`src/rtl/sram_ctrl_pkg.sv`:
```
// rtl/sram_ctrl_pkg.sv - shared constants and enums for the 512x36 1RW SRAM controller
package sram_ctrl_pkg;

   localparam int DEPTH  = 512;
   localparam int ADDR_W = 9;
   localparam int DATA_W = 36;

   typedef enum logic {
      INIT,
      RUN
   } state_e;

   typedef enum logic {
      PRIO_WRITE,
      PRIO_READ
   } prio_e;

endpackage

```
`src/rtl/sram_rsp_fifo2.sv`:
```
// rtl/sram_rsp_fifo2.sv - 2-entry in-order read response buffer
module sram_rsp_fifo2
   import sram_ctrl_pkg::*;
(
   input  logic              clock,
   input  logic              reset_n,
   input  logic              push,
   input  logic [DATA_W-1:0] push_data,
   input  logic              pop,
   output logic [1:0]        count,
   output logic [DATA_W-1:0] head_data
);

   logic [DATA_W-1:0] mem_q [0:1];
   logic [DATA_W-1:0] mem_d [0:1];
   logic              wr_ptr_q, wr_ptr_d;
   logic              rd_ptr_q, rd_ptr_d;
   logic [1:0]        count_q, count_d;

   // Next-state: write at the tail, advance the head on pop, track occupancy.
   always_comb begin
      mem_d    = mem_q;
      wr_ptr_d = wr_ptr_q;
      rd_ptr_d = rd_ptr_q;
      count_d  = count_q;
      if (push) begin
         mem_d[wr_ptr_q] = push_data;
         wr_ptr_d        = ~wr_ptr_q;
      end
      if (pop) begin
         rd_ptr_d = ~rd_ptr_q;
      end
      case ({push, pop})
         2'b10:   count_d = count_q + 2'd1;
         2'b01:   count_d = count_q - 2'd1;
         default: count_d = count_q;
      endcase
   end

   // Storage and pointers; entries reset to zero so the idle head reads 0.
   always_ff @(posedge clock or negedge reset_n) begin
      if (!reset_n) begin
         mem_q[0] <= '0;
         mem_q[1] <= '0;
         wr_ptr_q <= 1'b0;
         rd_ptr_q <= 1'b0;
         count_q  <= 2'd0;
      end else begin
         mem_q    <= mem_d;
         wr_ptr_q <= wr_ptr_d;
         rd_ptr_q <= rd_ptr_d;
         count_q  <= count_d;
      end
   end

   assign count     = count_q;
   assign head_data = mem_q[rd_ptr_q];

   // The read credit rule upstream must keep a push from landing on a full buffer.
   a_no_overflow : assert property (@(posedge clock) disable iff (!reset_n)
      !(push && !pop && (count_q == 2'd2)));

endmodule

```
`src/rtl/sram_1rw_arbiter_512x36.sv`:
```
// rtl/sram_1rw_arbiter_512x36.sv - clear sequencer and round-robin arbiter for a 512x36 1RW SRAM
module sram_1rw_arbiter_512x36
   import sram_ctrl_pkg::*;
(
   input  logic              clock,
   input  logic              reset_n,
   input  logic              w_valid,
   output logic              w_ready,
   input  logic [ADDR_W-1:0] w_addr,
   input  logic [DATA_W-1:0] w_data,
   input  logic              r_valid,
   output logic              r_ready,
   input  logic [ADDR_W-1:0] r_addr,
   output logic              rsp_valid,
   input  logic              rsp_ready,
   output logic [DATA_W-1:0] rsp_data,
   output logic              init_done,
   output logic [ADDR_W-1:0] sram_addr,
   output logic              sram_en,
   output logic              sram_wmode,
   output logic [DATA_W-1:0] sram_wdata,
   input  logic [DATA_W-1:0] sram_rdata
);

   state_e            state_q, state_d;
   prio_e             prio_q, prio_d;
   logic [ADDR_W-1:0] init_cnt_q, init_cnt_d;
   logic              inflight_q, inflight_d;

   logic [1:0]        fifo_count;
   logic              pop;
   logic [2:0]        occupancy;
   logic              w_elig;
   logic              r_elig;
   logic              grant_w;
   logic              grant_r;

   assign rsp_valid = (fifo_count != 2'd0);
   assign pop       = rsp_valid & rsp_ready;

   // Reads already owed a buffer slot: buffered plus the one in the macro, less the one leaving now.
   assign occupancy = {1'b0, fifo_count} + {2'b00, inflight_q} - {2'b00, pop};
   assign w_elig    = w_valid;
   assign r_elig    = r_valid && (occupancy <= 3'd1);

   // Sequencing and arbitration: INIT clears the array, RUN grants one side per cycle.
   always_comb begin
      state_d    = state_q;
      prio_d     = prio_q;
      init_cnt_d = init_cnt_q;
      grant_w    = 1'b0;
      grant_r    = 1'b0;
      init_done  = 1'b0;
      sram_en    = 1'b0;
      sram_wmode = 1'b0;
      sram_addr  = '0;
      sram_wdata = '0;
      if (state_q == INIT) begin
         sram_en    = 1'b1;
         sram_wmode = 1'b1;
         sram_addr  = init_cnt_q;
         if (init_cnt_q == ADDR_W'(DEPTH - 1)) begin
            state_d = RUN;
         end else begin
            init_cnt_d = init_cnt_q + 1'b1;
         end
      end else begin
         init_done = 1'b1;
         if (w_elig && r_elig) begin
            if (prio_q == PRIO_WRITE) begin
               grant_w = 1'b1;
               prio_d  = PRIO_READ;
            end else begin
               grant_r = 1'b1;
               prio_d  = PRIO_WRITE;
            end
         end else if (w_elig) begin
            grant_w = 1'b1;
         end else if (r_elig) begin
            grant_r = 1'b1;
         end
         if (grant_w) begin
            sram_en    = 1'b1;
            sram_wmode = 1'b1;
            sram_addr  = w_addr;
            sram_wdata = w_data;
         end else if (grant_r) begin
            sram_en    = 1'b1;
            sram_wmode = 1'b0;
            sram_addr  = r_addr;
         end
      end
      inflight_d = grant_r;
   end

   assign w_ready = grant_w;
   assign r_ready = grant_r;

   // Controller state; reset restarts the clear and forgets any read in flight.
   always_ff @(posedge clock or negedge reset_n) begin
      if (!reset_n) begin
         state_q    <= INIT;
         prio_q     <= PRIO_WRITE;
         init_cnt_q <= '0;
         inflight_q <= 1'b0;
      end else begin
         state_q    <= state_d;
         prio_q     <= prio_d;
         init_cnt_q <= init_cnt_d;
         inflight_q <= inflight_d;
      end
   end

   // Macro read data is only meaningful the cycle after a read strobe, so capture it then.
   sram_rsp_fifo2 u_rsp_fifo (
      .clock     (clock),
      .reset_n   (reset_n),
      .push      (inflight_q),
      .push_data (sram_rdata),
      .pop       (pop),
      .count     (fifo_count),
      .head_data (rsp_data)
   );

endmodule

```
`config.mk`:
```
export PLATFORM = sky130hd
export DESIGN_NAME = sram_1rw_arbiter_512x36
export DESIGN_NICKNAME = d
export VERILOG_FILES = /design/src/rtl/sram_ctrl_pkg.sv /design/src/rtl/sram_rsp_fifo2.sv /design/src/rtl/sram_1rw_arbiter_512x36.sv
export SDC_FILE = /design/constraint.sdc
export NUM_CORES = 1
export LEC_CHECK = 0
export ABC_AREA = 0
export CORE_ASPECT_RATIO = 0.8
export CORE_MARGIN = 5
export CORE_UTILIZATION = 45
export CTS_BUF_LIST = sky130_fd_sc_hd__clkbuf_8
export CTS_CLUSTER_DIAMETER = 50
export DETAILED_ROUTE_END_ITERATION = 16
export PLACE_DENSITY_LB_ADDON = 0.08
export SLEW_MARGIN = 20
export SYNTH_ARGS = -nofsm -noshare
export SYNTH_HDL_FRONTEND = slang
export SYNTH_SLANG_ARGS = --single-unit
```
`constraint.sdc`:
```
create_clock -name clock -period 5.5 [get_ports clock]
set_clock_uncertainty 0.05 [all_clocks]
set_input_delay 0.825 -clock clock [delete_from_list [all_inputs] [get_ports clock]]
set_output_delay 0.825 -clock clock [all_outputs]
set_load 0.05 [all_outputs]
```
==> results of run 1 <==
[per-stage QoR]
step	hold slack, ns	setup slack, ns
after floorplan	0.405	1.27
after global placement	0.431	0.841
after detailed placement	0.433	0.722
after CTS	0.313	0.720
after global routing	0.323	0.565
final	0.316	0.704
[power by group through the flow]
stage               clock network [W]  registers (W)  logic (W)
finish                       0.000455       0.000666  0.0000984
global route                 0.000498       0.000668   0.000108
CTS                          0.000470       0.000666  0.0000999
detailed placement                  0       0.000679  0.0000994
global placement                    0       0.000678  0.0000957
floorplan                           0       0.000677  0.0000139
[per-layer routing]
metal | GRT usage (%) | wire, µm | share of wire [%]
met1 | 23.5 | 4720 | 44
met3 | 5.18 | 612 | 5.7
met4 | 5.28 | 168 | 1.6
met5 | 0 | 0 | 0
met2 | 31.5 | 5190 | 49
[how the worst max path moves through the flow]
stage                     startpoint           end  depth (start not counted)
after global placement     rsp_ready       r_ready                         10
after detailed placement   rsp_ready       r_ready                         10
after floorplan            rsp_ready  sram_addr[0]                          8
final                      rsp_ready       r_ready                         10
after global routing       rsp_ready       r_ready                         10
after CTS                  rsp_ready       r_ready                         10
[layout by cell type (no fill, tap or decap), types with 2 or more instances in the layout]
| master | n |
|---|---|
| clkdlybuf4s50_1 | 134 |
| mux2_2 | 110 |
| dfrtp_1 | 87 |
| buf_4 | 50 |
| and2_1 | 36 |
| nor2b_1 | 11 |
| clkbuf_8 | 10 |
| a221o_1 | 9 |
| nand2_1 | 8 |
| xor2_1 | 6 |
| xnor2_1 | 5 |
| inv_1 | 4 |
| nor2_1 | 3 |
| nand3_1 | 3 |
| nand4_1 | 3 |
| ha_1 | 3 |
| o21ai_0 | 2 |
| nor4_1 | 2 |
| a21oi_1 | 2 |
| nor3_1 | 2 |
| clkinv_4 | 2 |
[layout make-up]
type	instances	area (µm²)
well taps	119	149
clock buffers	10	138
repair buffers	185	1740
fillers	758	3170
inverters	3	11.3
multi-input cells	216	2000
flip-flops and latches	88	2200
clock inverters	6	67.6
[state kept, by name, summed over array words and instances, names as in the netlist]
signal	flops
inflight_q	1
init_cnt_q	9
prio_q	1
state_q	1
u_rsp_fifo.count	2
u_rsp_fifo.mem_q	72
u_rsp_fifo.rd_ptr_q	1
u_rsp_fifo.wr_ptr_q	1
[critical path, stage by stage]
cell             delay, ns
clkdlybuf4s50_1       0.56
nand2_1               0.10
mux2i_1               0.24
ha_1                  0.20
inv_1                 0.05
fa_1                  0.51
nand2_1               0.12
nor4b_4               0.26
buf_4                 0.22
clkdlybuf4s50_1       0.82
[cells by family after synthesis]
group | after synthesis
AOI/OAI and AO/OA | 14
xor gates and xnor gates | 12
adders and majority gates | 4
buffers and inverters | 21
DFF | 88
muxes | 111
and+or+nand+nor | 75
==> key figures, run 1 <==
Placed design
  – Placed Area: a little over 6000 µm²
  – Placed Instances: roughly 600
  – Port Buf Inserts: approximately 180
  – GPL Wtd Cong: just under 0.8
  – DP HPWL: between 7000 and 8000 µm

Pwr
  – Pleak: a little under 3 nW
  – Net Sw Power: 0.000267 W
  – Flop pwr share: between 50% and 60%
  – Sw frac: a little over a fifth
  – Total power: 0.00122 W
  – VDD IR-drop max: between 0.1 and 0.15 mV
  – PwrDens: a little under 200 nW/µm²
  – Internal power: 0.000953 W
  – Clk network pwr share: between 30% and 40%
  – Combinational share of power: under 10%

Worst setup path
  – Worst setup EP type: primary output
  – Critical path required time: roughly 4.6 ns
  – CP Class: in -> out
  – R2R Setup Slk: just over 3 ns
  – FF-to-FF Start: u_rsp_fifo.count[1]
  – Worst Setup Start Kind: input port
  – CP Max Fanout: 11
  – FF-to-FF End: inflight_q
  – Reg2reg path depth: 8
  – CP arrival: ~3.9 ns

Logic synthesis
  – Syn_area_per_cell: ~13 µm²
  – Synth Area in Compound Gates: 2.79%
  – Syn. warnings: 0
  – Xor/xnor share of the synthesized area: under 10%
  – Synthesized area: approximately 4300 µm²
  – Post-synth ARST share: 100%
  – Synth cell types: 30
  – Seq/Total Area, Yosys: about 50%
  – Main combinational cell family by area after synthesis: multiplexers
  – #FFs+latches synth: a little under 90
  – Post-synth top area share: ~51%
  – Cells after Synth: about 330
  – Post-synthesis mux area share: about 29%
  – Synth top area cells: dfrtp_1, mux2_2, and2_1, a221o_1, nor2b_1
  – Net count after synthesis: 424
  – Synth cell count leaders: mux2_2, dfrtp_1, and2_1
  – Synth area leader: dfrtp_1
  – Post-Synth Adder-Cell Area: between 1 and 1.5%
  – Most frequent cell after synthesis: mux2_2
  – EDFF count, synth: 0
  – Synth Flop Type: dfrtp_1
  – Synth Area in Simple Gates: between 10% and 20%

Die
  – Die area: roughly 12000 µm²
  – # IOs: between 150 and 200
  – Core area: between 9000 and 10000 µm²
  – Die X: approximately 120 µm
  – Die height: between 90 and 100 µm
  – # rows: 32
  – Initial core utilization: 45.5%

Route
  – DR vias: between 3k and 4k
  – 1st-pass router iterations: 5
  – Routed WL: about 11000 µm
  – Post-route DRC: 0
  – Via density: 5.02
  – Starting DRT DRC Count: roughly 110
  – WL/cell: 17.0 µm
  – Post-DRT Antenna Nets: 0

Clock tree
  – CTS tree: yes
  – Setup Buffers After CTS: 0
  – CTS Buf Count: 9
  – Post_cts resized: 0
  – Root Buffer: clkbuf_8
  – CTS Hold Bufs: 0
  – Sink Count: between 80 and 90
  – Clock buffer depth: 2
  – CTS clock-pin slew for the worst setup and hold paths: around 0.10 ns
  – CTS HTree Levels: 3
  – Clk_lat worst skew: roughly 0.34 ns

GRT
  – Global-route wire length before repair: 17600 µm
  – Initial antenna violation count: 0
  – Largest net degree at the start of global routing: 63
  – GRT overflow: 0
  – GRT Overall Usage: 18.7%
  – Number of global-route vias before repair: between 3k and 4k

STA
  – RSZ-0062 raised after global routing: no
  – F_max: 209 MHz
  – Slew @ Worst Pin: between 0.9 and 1 ns
  – Final TNS setup: 0 ns
  – Max-slew violation count: 0
  – Final setup viols: 0
  – Final Cycle Share: 87.2%
  – Final hold viol count: 0
  – Slew HR: around 37%
  – Fin crit period: approximately 4.8 ns

Outcome
  – Status: finished clean

Finish
  – Share of cells above drive strength 1: between 30% and 40%
  – Post-route cell area: between 6000 and 7000 µm²
  – Final #Nets: about 600
  – Antenna diode count: 0
  – Synth-to-Final Area Change: 46.4%
  – Non-filler cells, final: ~630
  – Final Util: around 67%

Run
  – Maxcap violations: 0

Min path
  – Worst hold path class: in -> async
No activity file was read; power rests on OpenSTA's default activity.
==> run 2: changes to the inputs <==
Settings changed: CORE_UTILIZATION 45 to 48.
==> key figures, run 2 (synthesis results as in run 1) <==
Die
  – # IOs: 182
  – Core area: a little under 9000 µm²
  – Die X: 116 µm
  – Die area: about 11000 µm²
  – Die height: between 90 and 100 µm
  – # rows: 31
  – Initial core utilization: 48.3%

STA
  – Slew @ Worst Pin: 0.902 ns
  – Max-slew violation count: 0
  – F_max: 219 MHz
  – Final TNS setup: 0 ns
  – Fin crit period: about 4.6 ns
  – Final hold viol count: 0
  – Worst Setup Slack, final: 0.937 ns
  – Slew HR: 39.6%
  – Hold WS: roughly 0.35 ns
  – Final setup viols: 0
  – Final Cycle Share: 83.0%
  – RSZ-0062 raised after global routing: no

Finish
  – Antenna diode count: 0
  – Most frequent cells in the layout: clkdlybuf4s50_1, mux2_2, dfrtp_1
  – Max reg flops: 72
  – Synth-to-Final Area Change: 46.1%
  – Share of cells above drive strength 1: approximately 36%
  – Biggest register: u_rsp_fifo.mem_q
  – Final #Nets: around 600
  – Fillers: 694
  – Commonest non-fill, non-tap cell in the layout: clkdlybuf4s50_1
  – Footprint of the multi-input gates: roughly 2000 µm²
  – Register area: approximately 2200 µm²

Worst setup path
  – Highest cell delay on the worst timing path: between 0.8 and 0.9 ns
  – Buffers & Inverters on Critical Path: 3
  – CP Cell Sequence: clkdlybuf4s50_1 -> nand2_1 -> mux2i_1 -> ha_1 -> inv_1 -> fa_1 -> xor2_2 -> nor4b_4 -> clkdlybuf4s50_1
  – CP arrival: approximately 3.7 ns
  – CP Max Fanout: 5
  – Critical-path top delay cell: clkdlybuf4s50_1
  – Worst Setup Start Kind: input port
  – Most used cell, CP: clkdlybuf4s50_1
  – Worst setup EP type: primary output
  – Critical path required time: around 4.6 ns
  – R2R Setup Slk: ~3.1 ns
  – CP delay by family, top: buffers and inverters
  – CP Class: in -> out

Route
  – Post-DRT Antenna Nets: 0
  – Post-route DRC: 0
  – Routed WL: roughly 10000 µm
  – Via density: around 5.1
  – DR vias: 3156
  – Starting DRT DRC Count: 81
  – 1st-pass router iterations: 5
  – WL/cell: ~16 µm

GRT
  – Largest net degree at the start of global routing: 57
  – GRT Overall Usage: between 10% and 20%
  – Global-route wire length before repair: approximately 16000 µm
  – GRT overflow: 0
  – Number of global-route vias before repair: 3261
  – Initial antenna violation count: 0

Placed design
  – DP HPWL: between 7000 and 8000 µm
  – GPL Wtd Cong: just under 0.8
  – Port Buf Inserts: approximately 180
  – Place WS: 0.936 ns

Outcome
  – Status: finished clean

Run
  – Maxcap violations: 0

Clock tree
  – CTS clock-pin slew for the worst setup and hold paths: about 0.09 ns
  – CTS Hold Bufs: 0
  – Clock buffer depth: 2
  – CTS tree: yes
  – Post_cts resized: 0
  – Sink Count: about 90
  – Setup Buffers After CTS: 0
  – Clk_lat worst skew: approximately 0.33 ns
  – Root Buffer: clkbuf_8
  – CTS Buf Count: 9
  – CTS HTree Levels: 3

Pwr
  – Pleak: just under 3 nW
  – PwrDens: approximately 190 nW/µm²
  – VDD IR-drop max: about 0.13 mV
  – Total power: around 0.0012 W

Min path
  – Worst hold path class: in -> async
## run 2: cell count changes in the layout (fill, tap and decap cells not counted), sizes merged
cell / before / now
clkbuf: 10 / 9
clkinv: 2 / 3
## run 2: metal layers
layer  track usage (%)  part of all wire (%)  up-vias
met5                 0                     0        -
met3              5.25                   8.0        4
met1              22.7                    41     1539
li1                  -                     -     1506
met2              31.6                    50      107
met4              3.77                  0.45        0
## run 2: final timing paths
path                                      from              endpoint  cells after the start
max in group asynchronous              reset_n   u_rsp_fifo.rd_ptr_q                      2
min                                    reset_n  u_rsp_fifo.mem_q[67]                      1
max                                  rsp_ready               r_ready                      9
max reg2reg                u_rsp_fifo.count[1]            inflight_q                      8
min reg2reg                      init_cnt_q[7]         init_cnt_q[7]                      1
min in group clock               init_cnt_q[7]         init_cnt_q[7]                      1
## run 2: area by class of cell
type | instances | share of cell area [%]
well taps | 115 | 2.28
clock buffers | 9 | 1.97
flip-flops and latches | 88 | 35.0
clock inverters | 7 | 1.15
repair buffers | 185 | 27.7
multi-input cells | 216 | 31.8
inverters | 3 | 0.179
## run 2: power by group
part,total (W),leakage (nW),switching (W),internal (W)
registers,0.000666,1.13,0.00000609,0.000660
clock network,0.000434,0.101,0.000223,0.000211
logic,0.0000976,1.68,0.0000286,0.0000689
## run 2: per-stage QoR
step / instances / instance area (µm²) / utilization (%)
6_report: 623 / 6300 / 70.6
3_3_place_gp: 606 / 6080 / 68.1
3_5_place_dp: 606 / 6080 / 68.1
5_1_grt: 623 / 6300 / 70.6
4_1_cts: 622 / 6270 / 70.3
2_1_floorplan: 325 / 4310 / -
==> run 3: changes to the inputs <==
Settings changed: CORE_UTILIZATION 48 to 40.
Clock period 5.5 ns to 3.9 ns, I/O delays scaled along.
==> key figures, run 3 (synthesis results as in run 1) <==
Outcome
  – Status: finished clean

GRT
  – GR Layer Usage met2: about a third
  – GR Layer Usage met1: a little over a fifth
  – GRT overflow: 0
  – Routing usage on met3: about 5.3%
  – Global-route wire length before repair: roughly 18000 µm
  – Initial antenna violation count: 0
  – GRT Overall Usage: around 18%
  – Largest net degree at the start of global routing: a little under 90
  – Number of global-route vias before repair: 3431
  – Most crowded layer after global routing: met2

Clock tree
  – CTS Buf Count: 9
  – CTS tree: yes
  – CTS clock-pin slew for the worst setup and hold paths: 0.10 ns
  – Sink Count: 88
  – Clock buffer depth: 2
  – Root Buffer: clkbuf_8
  – CTS HTree Levels: 3
  – Clk_lat worst skew: between 0.3 and 0.4 ns

Die
  – Die height: between 100 and 150 µm
  – Initial core utilization: between 40 and 50%
  – Die X: approximately 130 µm
  – Core area: 10400 µm²
  – # IOs: 182
  – # rows: 33
  – Die area: 13000 µm²

Finish
  – Commonest non-fill, non-tap cell in the layout: clkdlybuf4s50_1
  – Antenna diode count: 0
  – Synth-to-Final Area Change: 61.9%
  – Share of cells above drive strength 1: between 30% and 40%
  – Footprint of the multi-input gates: ~2000 µm²
  – Most frequent cells in the layout: clkdlybuf4s50_1, mux2_2, dfrtp_1
  – Register area: around 2200 µm²
  – Final #Nets: approximately 610
  – Max reg flops: just over 70
  – Post-route cell area: roughly 7000 µm²
  – Biggest register: u_rsp_fifo.mem_q
  – Fillers: just over 800

Pwr
  – Combinational share of power: between 8 and 9%
  – VDD IR-drop max: about 0.25 mV
  – Sw frac: 23.0%
  – Clk network pwr share: about a third
  – Flop pwr share: a little under three fifths
  – Net Sw Power: between 0.0003 and 0.0004 W
  – PwrDens: between 200 and 250 nW/µm²
  – Internal power: ~0.0013 W
  – Pleak: ~3 nW

Worst setup path
  – CP endpoint: sram_addr[2]
  – FF-to-FF End: inflight_q
  – CP Max Fanout: 11
  – Worst Setup Start Kind: input port
  – R2R Setup Slk: between 1 and 1.5 ns
  – Critical path required time: between 3 and 4 ns
  – FF-to-FF Start: u_rsp_fifo.count[1]
  – Crit path from: rsp_ready
  – CP arrival: 3.10 ns
  – Reg2reg path depth: 10
  – CP Class: in -> out
  – Worst setup EP type: primary output

Placed design
  – DP HPWL: slightly below 9000 µm
  – Place WS: -0.00540 ns
  – GPL Wtd Cong: around 0.74
  – Placed Area: 6760 µm²
  – Port Buf Inserts: approximately 180

Route
  – WL/cell: ~18 µm
  – Starting DRT DRC Count: 101
  – Via density: slightly below 5
  – 1st-pass router iterations: 4
  – DR vias: roughly 3.3k
  – Routed WL: between 10000 and 15000 µm
  – Post-route DRC: 0
  – Post-DRT Antenna Nets: 0

Min path
  – Worst hold path class: in -> async

STA
  – Final setup viols: 0
  – F_max: roughly 270 MHz
  – Slew @ Worst Pin: approximately 0.97 ns
  – Slew HR: a little over a third
  – Fin crit period: between 3 and 4 ns
  – Final Cycle Share: 95.7%
  – Max-slew violation count: 0
  – Final hold viol count: 0
  – Worst Setup Slack, final: 0.166 ns

Run
  – Maxcap violations: 0
run 3: worst max-delay path: stages:
cell and delay, ns:
clkdlybuf4s50_1 0.50, nand2_1 0.08, mux2i_1 0.18, ha_1 0.18, inv_1 0.05, fa_1 0.39
xor2_2 0.16, buf_4 0.16, nor4b_4 0.30, buf_12 0.17, a221o_1 0.20, buf_12 0.15
run 3: per-layer routing:
| metal | wire length [µm] | share of wire, % |
|---|---|---|
| met5 | 0 | 0 |
| met4 | 240 | 2.1 |
| met3 | 711 | 6.1 |
| met2 | 6070 | 52 |
| met1 | 4570 | 39 |
run 3: power groups by stage:
stage	logic, W	clock network, W	registers, W
after floorplan	0.0000196	0	0.000954
after global placement	0.000135	0	0.000955
after detailed placement	0.000139	0	0.000957
after CTS	0.000140	0.000591	0.000939
after global routing	0.000150	0.000626	0.000941
final	0.000138	0.000567	0.000939
run 3: timing repair:
item                       4_1_cts  5_1_grt
buffers inserted                 0        3
gates cloned                     0        0
pin swaps                        0        2
hold buffers                     0        0
setup endpoints to repair        8       27
resized for setup                1        0
run 3: per-stage QoR:
stage / util, % / hold WS, ns / setup TNS [ns] / cells / total power [W]
CTS: 66.6 / 0.397 / 0 / 651 / 0.00167
finish: 67.1 / 0.213 / 0 / 655 / 0.00164
global route: 67.1 / 0.262 / -0.0827 / 655 / 0.00172
floorplan: - / 0.239 / 0 / 325 / 0.000974
detailed placement: 64.9 / 0.437 / -0.00540 / 635 / 0.00110
global placement: 64.9 / 0.431 / 0 / 635 / 0.00109
run 3: worst min path at each step:
stage	cells after the start	startpoint	end	slack, ns
5_1_grt	1	reset_n	u_rsp_fifo.mem_q[28]	0.26
4_1_cts	1	reset_n	u_rsp_fifo.mem_q[29]	0.40
2_1_floorplan	0	reset_n	inflight_q	0.24
3_3_place_gp	1	u_rsp_fifo.mem_q[19]	u_rsp_fifo.mem_q[19]	0.43
6_report	1	reset_n	u_rsp_fifo.mem_q[29]	0.21
3_5_place_dp	1	u_rsp_fifo.mem_q[10]	u_rsp_fifo.mem_q[10]	0.44
run 3: area by class of cell:
type | count | area share (%)
Timing Repair Buffer | 192 | 34.5
Tap cell | 140 | 2.51
Multi-Input combinational cell | 216 | 28.7
Inverter | 3 | 0.161
Clock inverter | 7 | 0.771
Sequential cell | 88 | 31.6
Clock buffer | 9 | 1.77
